File: src/rtl/pad_ctrl_pkg.sv
// pad_ctrl_pkg: shared types and constants for the APB pad controller.
//   pad_reg_t       - software-visible per-pad register contents
//   *_LSB / *_BIT   - bit positions of each field in the 32-bit APB word
//   SEL_SW          - sel value that routes the software sw_out/sw_oe to the pad
//   PAD_REG_STRIDE  - byte distance between consecutive pad registers
//   pad_word()      - packs a register plus its filtered input into a read word
package pad_ctrl_pkg;

   localparam int PAD_REG_STRIDE = 4;

   localparam int SEL_LSB    = 0;
   localparam int SEL_W      = 2;
   localparam int CFG_LSB    = 8;
   localparam int CFG_W      = 6;
   localparam int SW_OUT_BIT = 16;
   localparam int SW_OE_BIT  = 17;
   localparam int IN_BIT     = 24;

   localparam logic [SEL_W-1:0] SEL_SW = 2'd0;

   typedef struct packed {
      logic             sw_oe;
      logic             sw_out;
      logic [CFG_W-1:0] cfg;
      logic [SEL_W-1:0] sel;
   } pad_reg_t;

   function automatic logic [31:0] pad_word(input pad_reg_t r, input logic in_bit);
      logic [31:0] w;
      w                     = '0;
      w[SEL_LSB +: SEL_W]   = r.sel;
      w[CFG_LSB +: CFG_W]   = r.cfg;
      w[SW_OUT_BIT]         = r.sw_out;
      w[SW_OE_BIT]          = r.sw_oe;
      w[IN_BIT]             = in_bit;
      return w;
   endfunction

endpackage

File: src/rtl/pad_in_filter.sv
// pad_in_filter: single-bit pad input conditioning.
//   clk_i, rst_ni - clock, asynchronous active-low reset
//   in_i          - raw asynchronous pad input
//   out_o         - synchronized (and, with PAD_CTRL_DEBOUNCE_EN, debounced) value
// Build option PAD_CTRL_DEBOUNCE_EN: when defined, the synchronized value must
// stay different from out_o for DEBOUNCE_CYCLES consecutive cycles before out_o
// follows it; otherwise out_o is the synchronizer output directly.
module pad_in_filter
   import pad_ctrl_pkg::*;
#(
   parameter int DEBOUNCE_CYCLES = 4
) (
   input  logic clk_i,
   input  logic rst_ni,
   input  logic in_i,
   output logic out_o
);

   logic sync_q1;
   logic sync_q2;

   // NOTE: non-blocking assignments make sync_q2 take the previous sync_q1,
   // giving two real flop stages; blocking would collapse them into one.
   always_ff @(posedge clk_i or negedge rst_ni) begin
      if (!rst_ni) begin
         sync_q1 <= 1'b0;
         sync_q2 <= 1'b0;
      end else begin
         sync_q1 <= in_i;
         sync_q2 <= sync_q1;
      end
   end

`ifdef PAD_CTRL_DEBOUNCE_EN
   localparam int CNT_W = $clog2(DEBOUNCE_CYCLES + 1);

   logic [CNT_W-1:0] cnt_q;
   logic             out_q;

   // The counter measures how long the synchronized value has disagreed with
   // the output; any agreement restarts the measurement, so short glitches die.
   always_ff @(posedge clk_i or negedge rst_ni) begin
      if (!rst_ni) begin
         cnt_q <= '0;
         out_q <= 1'b0;
      end else if (sync_q2 == out_q) begin
         cnt_q <= '0;
      end else if (cnt_q == CNT_W'(DEBOUNCE_CYCLES - 1)) begin
         out_q <= sync_q2;
         cnt_q <= '0;
      end else begin
         cnt_q <= cnt_q + CNT_W'(1);
      end
   end

   assign out_o = out_q;
`else
   assign out_o = sync_q2;
`endif

endmodule

File: src/rtl/pad_ctrl_apb.sv
// pad_ctrl_apb: APB-programmable pad controller.
//   APB slave  : paddr_i, pwdata_i, pwrite_i, psel_i, penable_i -> prdata_o,
//                pready_o (always 1), pslverr_o (index >= N_IO)
//   Peripherals: periph_out_i/periph_oe_i (functions 1..3), periph_in_o
//   Pad frame  : io_out_o, io_oe_o, pad_cfg_o driven; io_in_i received
// One register per pad at byte offset PAD_REG_STRIDE*i holding sel, cfg,
// sw_out, sw_oe; bit 24 reads back the filtered pad input.
// Build option PAD_CTRL_DEBOUNCE_EN enables the per-pad input debounce filter.
module pad_ctrl_apb
   import pad_ctrl_pkg::*;
#(
   parameter int N_IO            = 56,
   parameter int NBIT_PADCFG     = 6,
   parameter int APB_ADDR_WIDTH  = 12,
   parameter int DEBOUNCE_CYCLES = 4
) (
   input  logic                                clk_i,
   input  logic                                rst_ni,
   input  logic [APB_ADDR_WIDTH-1:0]           paddr_i,
   input  logic [31:0]                         pwdata_i,
   input  logic                                pwrite_i,
   input  logic                                psel_i,
   input  logic                                penable_i,
   output logic [31:0]                         prdata_o,
   output logic                                pready_o,
   output logic                                pslverr_o,
   input  logic [N_IO-1:0][2:0]                periph_out_i,
   input  logic [N_IO-1:0][2:0]                periph_oe_i,
   output logic [N_IO-1:0]                     periph_in_o,
   output logic [N_IO-1:0]                     io_out_o,
   output logic [N_IO-1:0]                     io_oe_o,
   output logic [N_IO-1:0][NBIT_PADCFG-1:0]    pad_cfg_o,
   input  logic [N_IO-1:0]                     io_in_i
);

   localparam int ADDR_LSB = $clog2(PAD_REG_STRIDE);
   localparam int AIDX_W   = APB_ADDR_WIDTH - ADDR_LSB;
   localparam int IDX_W    = $clog2(N_IO);
   localparam logic [AIDX_W-1:0] N_IO_IDX = AIDX_W'(N_IO);

   logic [AIDX_W-1:0] addr_idx;
   logic [IDX_W-1:0]  pad_idx;
   logic              in_range;
   logic              access;
   logic              wr_en;
   pad_reg_t          wr_reg;
   pad_reg_t          regs_q [N_IO];

   // Byte-lane bits of the address and reserved write-data bits carry no meaning.
   logic unused_bits;
   assign unused_bits = ^{paddr_i[ADDR_LSB-1:0], pwdata_i[31:18], pwdata_i[15:14],
                          pwdata_i[7:2]};

   assign addr_idx  = paddr_i[APB_ADDR_WIDTH-1:ADDR_LSB];
   assign pad_idx   = addr_idx[IDX_W-1:0];
   assign in_range  = addr_idx < N_IO_IDX;
   assign access    = psel_i & penable_i;
   assign wr_en     = access & pwrite_i & in_range;
   assign pready_o  = 1'b1;
   assign pslverr_o = access & ~in_range;

   assign wr_reg = '{sw_oe:  pwdata_i[SW_OE_BIT],
                     sw_out: pwdata_i[SW_OUT_BIT],
                     cfg:    pwdata_i[CFG_LSB +: CFG_W],
                     sel:    pwdata_i[SEL_LSB +: SEL_W]};

   // NOTE: the register array is reset explicitly because a reset pad must
   // come up undriven; do not drop the loop to save reset fan-out.
   always_ff @(posedge clk_i or negedge rst_ni) begin
      if (!rst_ni) begin
         for (int i = 0; i < N_IO; i++) regs_q[i] <= '0;
      end else if (wr_en) begin
         regs_q[pad_idx] <= wr_reg;
      end
   end

   // Output mux is purely combinational so a sel change shows up the cycle
   // after the write edge and peripheral data passes through with no delay.
   // NOTE: both outputs get a default before the case so no latch is inferred.
   always_comb begin
      io_out_o = '0;
      io_oe_o  = '0;
      for (int i = 0; i < N_IO; i++) begin
         case (regs_q[i].sel)
            SEL_SW: begin
               io_out_o[i] = regs_q[i].sw_out;
               io_oe_o[i]  = regs_q[i].sw_oe;
            end
            2'd1: begin
               io_out_o[i] = periph_out_i[i][0];
               io_oe_o[i]  = periph_oe_i[i][0];
            end
            2'd2: begin
               io_out_o[i] = periph_out_i[i][1];
               io_oe_o[i]  = periph_oe_i[i][1];
            end
            default: begin
               io_out_o[i] = periph_out_i[i][2];
               io_oe_o[i]  = periph_oe_i[i][2];
            end
         endcase
      end
   end

   always_comb begin
      prdata_o = '0;
      if (access && !pwrite_i && in_range) begin
         prdata_o = pad_word(regs_q[pad_idx], periph_in_o[pad_idx]);
      end
   end

   for (genvar g = 0; g < N_IO; g++) begin : g_pad
      assign pad_cfg_o[g] = NBIT_PADCFG'(regs_q[g].cfg);

      pad_in_filter #(
         .DEBOUNCE_CYCLES(DEBOUNCE_CYCLES)
      ) u_in_filter (
         .clk_i (clk_i),
         .rst_ni(rst_ni),
         .in_i  (io_in_i[g]),
         .out_o (periph_in_o[g])
      );
   end

endmodule

File: config.mk
export PLATFORM = sky130hd
export DESIGN_NAME = pad_ctrl_apb
export DESIGN_NICKNAME = d
export VERILOG_FILES = /design/src/rtl/pad_ctrl_pkg.sv /design/src/rtl/pad_in_filter.sv /design/src/rtl/pad_ctrl_apb.sv
export SDC_FILE = /design/constraint.sdc
export NUM_CORES = 1
export LEC_CHECK = 0
export CAP_MARGIN = 20
export CORE_AREA = 5 5 373 375
export CTS_CLUSTER_DIAMETER = 150
export CTS_CLUSTER_SIZE = 24
export DETAILED_ROUTE_END_ITERATION = 10
export DIE_AREA = 0 0 378 380
export GPL_ROUTABILITY_DRIVEN = 0
export GPL_TIMING_DRIVEN = 0
export PLACE_DENSITY = 0.61
export SYNTH_ARGS = -nofsm -noshare
export SYNTH_HDL_FRONTEND = slang
export SYNTH_SLANG_ARGS = --single-unit
export TNS_END_PERCENT = 100
File: constraint.sdc
create_clock -name clk_i -period 2.6 [get_ports clk_i]
set_input_delay 0.52 -clock clk_i [delete_from_list [all_inputs] [get_ports clk_i]]
set_output_delay 0.52 -clock clk_i [all_outputs]
set_load 0.02 [all_outputs]
==> results.toml, run 1 <==
[sta]
drv_slew = 0
finalSetupTns_ps = -9640
rsz0062_at_grt = "yes"
finalCritPeriodShare_pct = 147
layout_min_cycle_time_ps = 3830
fmax_mhz = 261
fin_ws_ps = -1230
maxSlewHeadroom_pct = 13.7
finalHoldViolCount = 0
tightest_slew_ps = 1290
finalSetupViolCount = 15
finalClockSkew_ps = 13.7

[layout]
fill_cells = 12953
final_common_cell = "clkdlybuf4s50_1"
layout_common_cells = "clkdlybuf4s50_1 (780), dfrtp_1 (615), mux2_2 (605)"
drive_gt1_share_pct = 48.4
area_growth_pct = 48.2
postLayoutCoreUtil_pct = 38.2
final_nets = 4156
final_cells = 5507
design_area_mm2 = 0.0515

[setup_path]
ff2ff_path_depth = 3
cp-end-kind = "output port"
critPathBufInv = 5
cp_top_family = "compound AO/OA/AOI/OAI gates"
required_ps = 2080
r2r-end = "pad_cfg_o[90]"
crit_fanout = 10
path_cells = "buf_16 -> buf_8 -> nor2_4 -> clkbuf_2 -> buf_8 -> a221oi_4 -> o22ai_4 -> a222oi_1 -> a31oi_4 -> buf_6"
worst_path_max_delay_cell = "a222oi_1"
critPathArrivalTime_ps = 3310
start_kind = "input port"
critical_path_class = "input port to output port"
crit_path_max_incr_delay_ps = 1040
regToRegSetupSlack_ps = 1590
worstReg2RegStart = "pad_cfg_o[90]"
crit_path_frequent_cell = "buf_8"

[synth]
synth_cell_types = 66
synth_area_leader_cell = "dfrtp_1"
ys_ff_latch = 672
async_reset_ff_share_pct = 100
synth_top_area_share_pct = 48.4
synth_edf_count = 0
ys_seq_area_share_pct = 48.4
syn_inst = 2566
yosys_warnings = 0
syn-cell-area_mm2 = 0.0348
synthTopCellsByArea = "dfrtp_1 (48%), mux2_2 (20%), mux4_2 (10%)"
avgSynthCellArea_um2 = 13.5
ys.flop_type = "dfrtp_1"

[die]
ioPinCount = 979
core_area_mm2 = 0.135
rows = 135
die_height_um = 380
fp.dieW_um = 378
dieArea_mm2 = 0.144
initial_utilization_pct = 25.8

[routing]
post_drt_via_cell_ratio = 5.29
ant_nets = 0
dr.pass1.iters = 8
vias = 29150
drt-total-wl_mm = 225
drcViolationCount = 0
drtIter0Drc = 2778
wl_per_cell_um = 40.9

[clock_network]
cts_tree = "yes"
clockBufferDepth = 3
cts-htree-levels = 1
numCtsBuffers = 31
cts-root-buf = "clkbuf_16"
worstSkewPairLatency_ps = 670
cts.reportedPaths.clkPinSlew_ps = 100
clock-sinks = 672

[place]
placed_area_mm2 = 0.0471
io_buffers = 920
dp_cells = 5318
post-dp-hpwl_mm = 170

[power]
p_switching_uw = 5750
p_int_uw = 14200
p_sw_share_pct = 28.8
pwr-share-comb_pct = 17.7
clkPwrFrac_pct = 28.8
p_seq_share_pct = 53.5
cellPowerDensity_mw_per_mm2 = 387
power_uw = 19900
vdd_drop_max_uv = 525
p_leak_uw = 0.0235

[hold_path]
hold_depth = 1
min_to = "g_pad[48].u_in_filter.sync_q1"
hp-start = "io_in_i[48]"
min_path_type = "input port to flop"

[run]
drv_cap = 0

[grt]
grt_use_total_pct = 30.1
grt_pass1_wl_mm = 289
grt_start_max_net_pins = 119
gr-total-overflow = 0
antenna_found_initial = 41
grt_pass1_vias = 29510

[run_status]
status = "complete, but fails checks"
violations = "negative setup slack"
## synthesized netlist by cell type (6+ instances only)
library cell / count
dfrtp_1: 672
mux2_2: 610
buf_4: 414
mux4_2: 157
clkbuf_1: 110
nand2_1: 91
a221oi_1: 79
a22oi_1: 38
mux2i_1: 36
buf_2: 34
a21oi_1: 33
o22ai_1: 30
nor2_1: 22
o21ai_0: 21
buf_1: 16
a31oi_1: 14
a221o_1: 13
nand2b_1: 11
nand3b_1: 11
a222oi_1: 8
nand2_2: 8
nand3_1: 8
nor2b_1: 8
nor3b_1: 8
and3_1: 7
and3b_1: 7
or2_2: 7
a211oi_1: 6
and2_1: 6
nor2_2: 6
o211ai_1: 6
or3b_2: 6
## metal layers
metal | up-vias | GRT usage [%] | wire [um]
met5 | - | 0 | 42
met2 | 1776 | 50.3 | 107000
met4 | 6 | 12.3 | 11700
met1 | 15526 | 36.7 | 86100
met3 | 405 | 8.39 | 20300
li1 | 11437 | - | -
## power groups by stage
stage / registers [uW] / clock network, uW / logic (uW)
global route: 10700 / 6140 / 3590
floorplan: 10800 / 0 / 892
finish: 10700 / 5740 / 3530
global placement: 10900 / 0 / 2860
detailed placement: 10900 / 0 / 2990
CTS: 10700 / 5800 / 3370
## worst reg2reg max path, delay by kind of cell (launching register included)
family                 cells  cell delay [ps]
multiplexers               1              250
flip-flops                 1              400
buffers and inverters      2              270
## worst max path at each step
stage                        endpoint          start  cells past startpoint  slack (ps)
after floorplan           prdata_o[8]     paddr_i[3]                      8         -20
after global placement    regs_q[181]         rst_ni                      1      -30420
after detailed placement  prdata_o[9]     paddr_i[4]                      9       -3450
after CTS                 prdata_o[8]  pad_cfg_o[90]                      6       -1100
after global routing      prdata_o[8]     paddr_i[3]                     10       -1350
final                     prdata_o[8]     paddr_i[3]                     10       -1230
## layout make-up
class	instances	area [um^2]	area share [%]
Clock buffer	31	776	1.51
Buffer	564	4760	9.25
Tap cell	1781	2230	4.33
Multi-Input combinational cell	1337	15500	30.1
Inverter	3	20.0	0.0389
Antenna cell	13	32.5	0.0632
Timing Repair Buffer	1106	11300	21.9
Sequential cell	672	16900	32.8
## per-stage QoR
step	setup WS [ps]	hold WS [ps]
3_3_place_gp	-30420	331
5_1_grt	-1350	239
2_1_floorplan	-24.5	224
4_1_cts	-1100	229
3_5_place_dp	-3450	335
6_report	-1230	272
## cells by family after synthesis
group | share of synthesized area (%)
simple gates | 3.66
compound gates | 6.15
buf+inv | 10.8
mux | 31.0
flops | 48.4
other cells | 0.0216
## state kept, by name, indices dropped and copies added (netlist names)
name                       cells
g_pad.u_in_filter.out_o       56
g_pad.u_in_filter.sync_q1     56
pad_cfg_o                    336
regs_q                       224
## what timing repair did
item,4_1_cts,5_1_grt
gates resized for setup,687,160
cloned,1,3
pin swaps,49,46
hold buffers,1,0
endpoints found under the hold margin,24,0
buffers inserted,105,47
setup endpoints to repair,690,164
Power figures use the tool's default switching activity.
==> inputs of run 2 (changes only) <==
- CORE_AREA: 5 5 373 375 -> 5 5 376 378
- DIE_AREA: 0 0 378 380 -> 0 0 381 383
- PLACE_DENSITY: 0.61 -> 0.59
- SLEW_MARGIN: default -> 20
- clock period: 2.6 -> 3.91 ns (I/O delays scaled with it)
==> results.toml, run 2 (synthesis results as in run 1) <==
[run_status]
status = "complete, but fails checks"
violations = "negative setup slack"

[grt]
busiest_layer = "met2"
use_met3_pct = 8.16
antenna_found_initial = 41
use_met2_pct = 48.2
grt_start_max_net_pins = 94
grt_pass1_vias = 29290
grt_use_total_pct = 29.4
gr-total-overflow = 0
use_met1_pct = 36.1
grt_pass1_wl_mm = 287

[run]
drv_cap = 0

[place]
io_buffers = 920
post-dp-hpwl_mm = 171
dp_cells = 5324

[routing]
ant_nets = 0
drtIter0Drc = 2713
post_drt_via_cell_ratio = 5.22
vias = 28658
drt-total-wl_mm = 223
drcViolationCount = 0
wl_per_cell_um = 40.7
dr.pass1.iters = 5

[sta]
finalCritPeriodShare_pct = 110
finalHoldViolCount = 0
hold_ws_ps = 49.5
layout_min_cycle_time_ps = 4290
tightest_slew_ps = 1200
drv_slew = 0
finalSetupViolCount = 6
rsz0062_at_grt = "yes"
maxSlewHeadroom_pct = 19.9
fmax_mhz = 233
fin_ws_ps = -379
finalClockSkew_ps = 13.9

[clock_network]
clock-sinks = 672
cts_tree = "yes"
cts-htree-levels = 1
cts-root-buf = "clkbuf_16"
clockBufferDepth = 3
numCtsBuffers = 31
cts.reportedPaths.clkPinSlew_ps = 100
worstSkewPairLatency_ps = 680

[die]
ioPinCount = 979
die_height_um = 383
fp.dieW_um = 381
initial_utilization_pct = 25.3
rows = 136
dieArea_mm2 = 0.146
core_area_mm2 = 0.137

[layout]
drive_gt1_share_pct = 44.0
area_growth_pct = 46.4
layout_common_cells = "clkdlybuf4s50_1 (906), dfrtp_1 (672), mux2_2 (607)"
final_nets = 4112
final_cells = 5485
largest_reg_flops = 336
final_common_cell = "clkdlybuf4s50_1"

[power]
p_leak_uw = 0.0228
cellPowerDensity_mw_per_mm2 = 260
vdd_drop_max_uv = 329

[hold_path]
min_path_type = "input port to asynchronous set/reset pin"

[setup_path]
critPathArrivalTime_ps = 3510
setup.worst_path.start = "paddr_i[2]"
path_cells = "buf_12 -> buf_16 -> and2_4 -> clkbuf_16 -> a221oi_4 -> o22ai_2 -> a222oi_1 -> a31oi_1 -> buf_4"
cp_top_family = "compound AO/OA/AOI/OAI gates"
critical_path_class = "input port to output port"
worstReg2RegStart = "regs_q[371]"
cp-end-kind = "output port"
crit_path_max_incr_delay_ps = 950
regToRegSetupSlack_ps = 2900
worst_path_max_delay_cell = "a222oi_1"
critPathBufInv = 4
crit_fanout = 7
required_ps = 3130
start_kind = "input port"
==> run 2: final timing paths <==
kind / depth (start not counted) / to
worst max register to register: 1 / regs_q[371]
min in group clk_i: 0 / g_pad[38].u_in_filter.out_o
max in group asynchronous: 5 / regs_q[189]
worst min-delay path: 1 / g_pad[13].u_in_filter.sync_q1
worst max-delay path: 9 / prdata_o[8]
worst min register to register: 0 / g_pad[38].u_in_filter.out_o
==> run 2: layer usage <==
layer  routed length, um  vias up
met1               85900    15224
met4               11300        8
met3               20300      429
met5                  57        -
li1                    -    11345
met2              105000     1652
==> run 2: timing repair <==
action                                  in CTS  in global routing
resized for setup                          465                 68
endpoints found under the setup margin     148                 10
hold buffers                                 0                  0
cloned                                       2                  1
pin swaps                                   36                 36
setup buffers                               68                 49
==> run 2: final cells by class <==
type | count | area [um^2]
antenna | 22 | 55.1
fill | 13386 | 86300
buffer | 563 | 4860
inverter | 3 | 20.0
timing repair buffer | 1063 | 10900
multi-input combinational | 1337 | 15200
clock buffer | 31 | 776
tap | 1794 | 2240
sequential | 672 | 16800
==> run 2: through the flow <==
stage / setup WS (ps) / area [um^2] / TNS (ps) / total power [uW] / util, %
finish: -379 / 50900 / -910 / 13200 / 37.1
global route: -247 / 50800 / -696 / 13600 / 37.1
CTS: -241 / 50100 / -841 / 13200 / 36.5
detailed placement: -2820 / 46900 / -299830 / 9190 / 34.2
global placement: -29610 / 46300 / - / 9140 / 33.8
floorplan: 479 / 34800 / 0 / 7770 / -
==> run 2: power breakdown <==
group	internal, uW	switching, uW
combinational	1020	1310
clock	1420	2410
sequential	7030	66.9
total	9460	3790
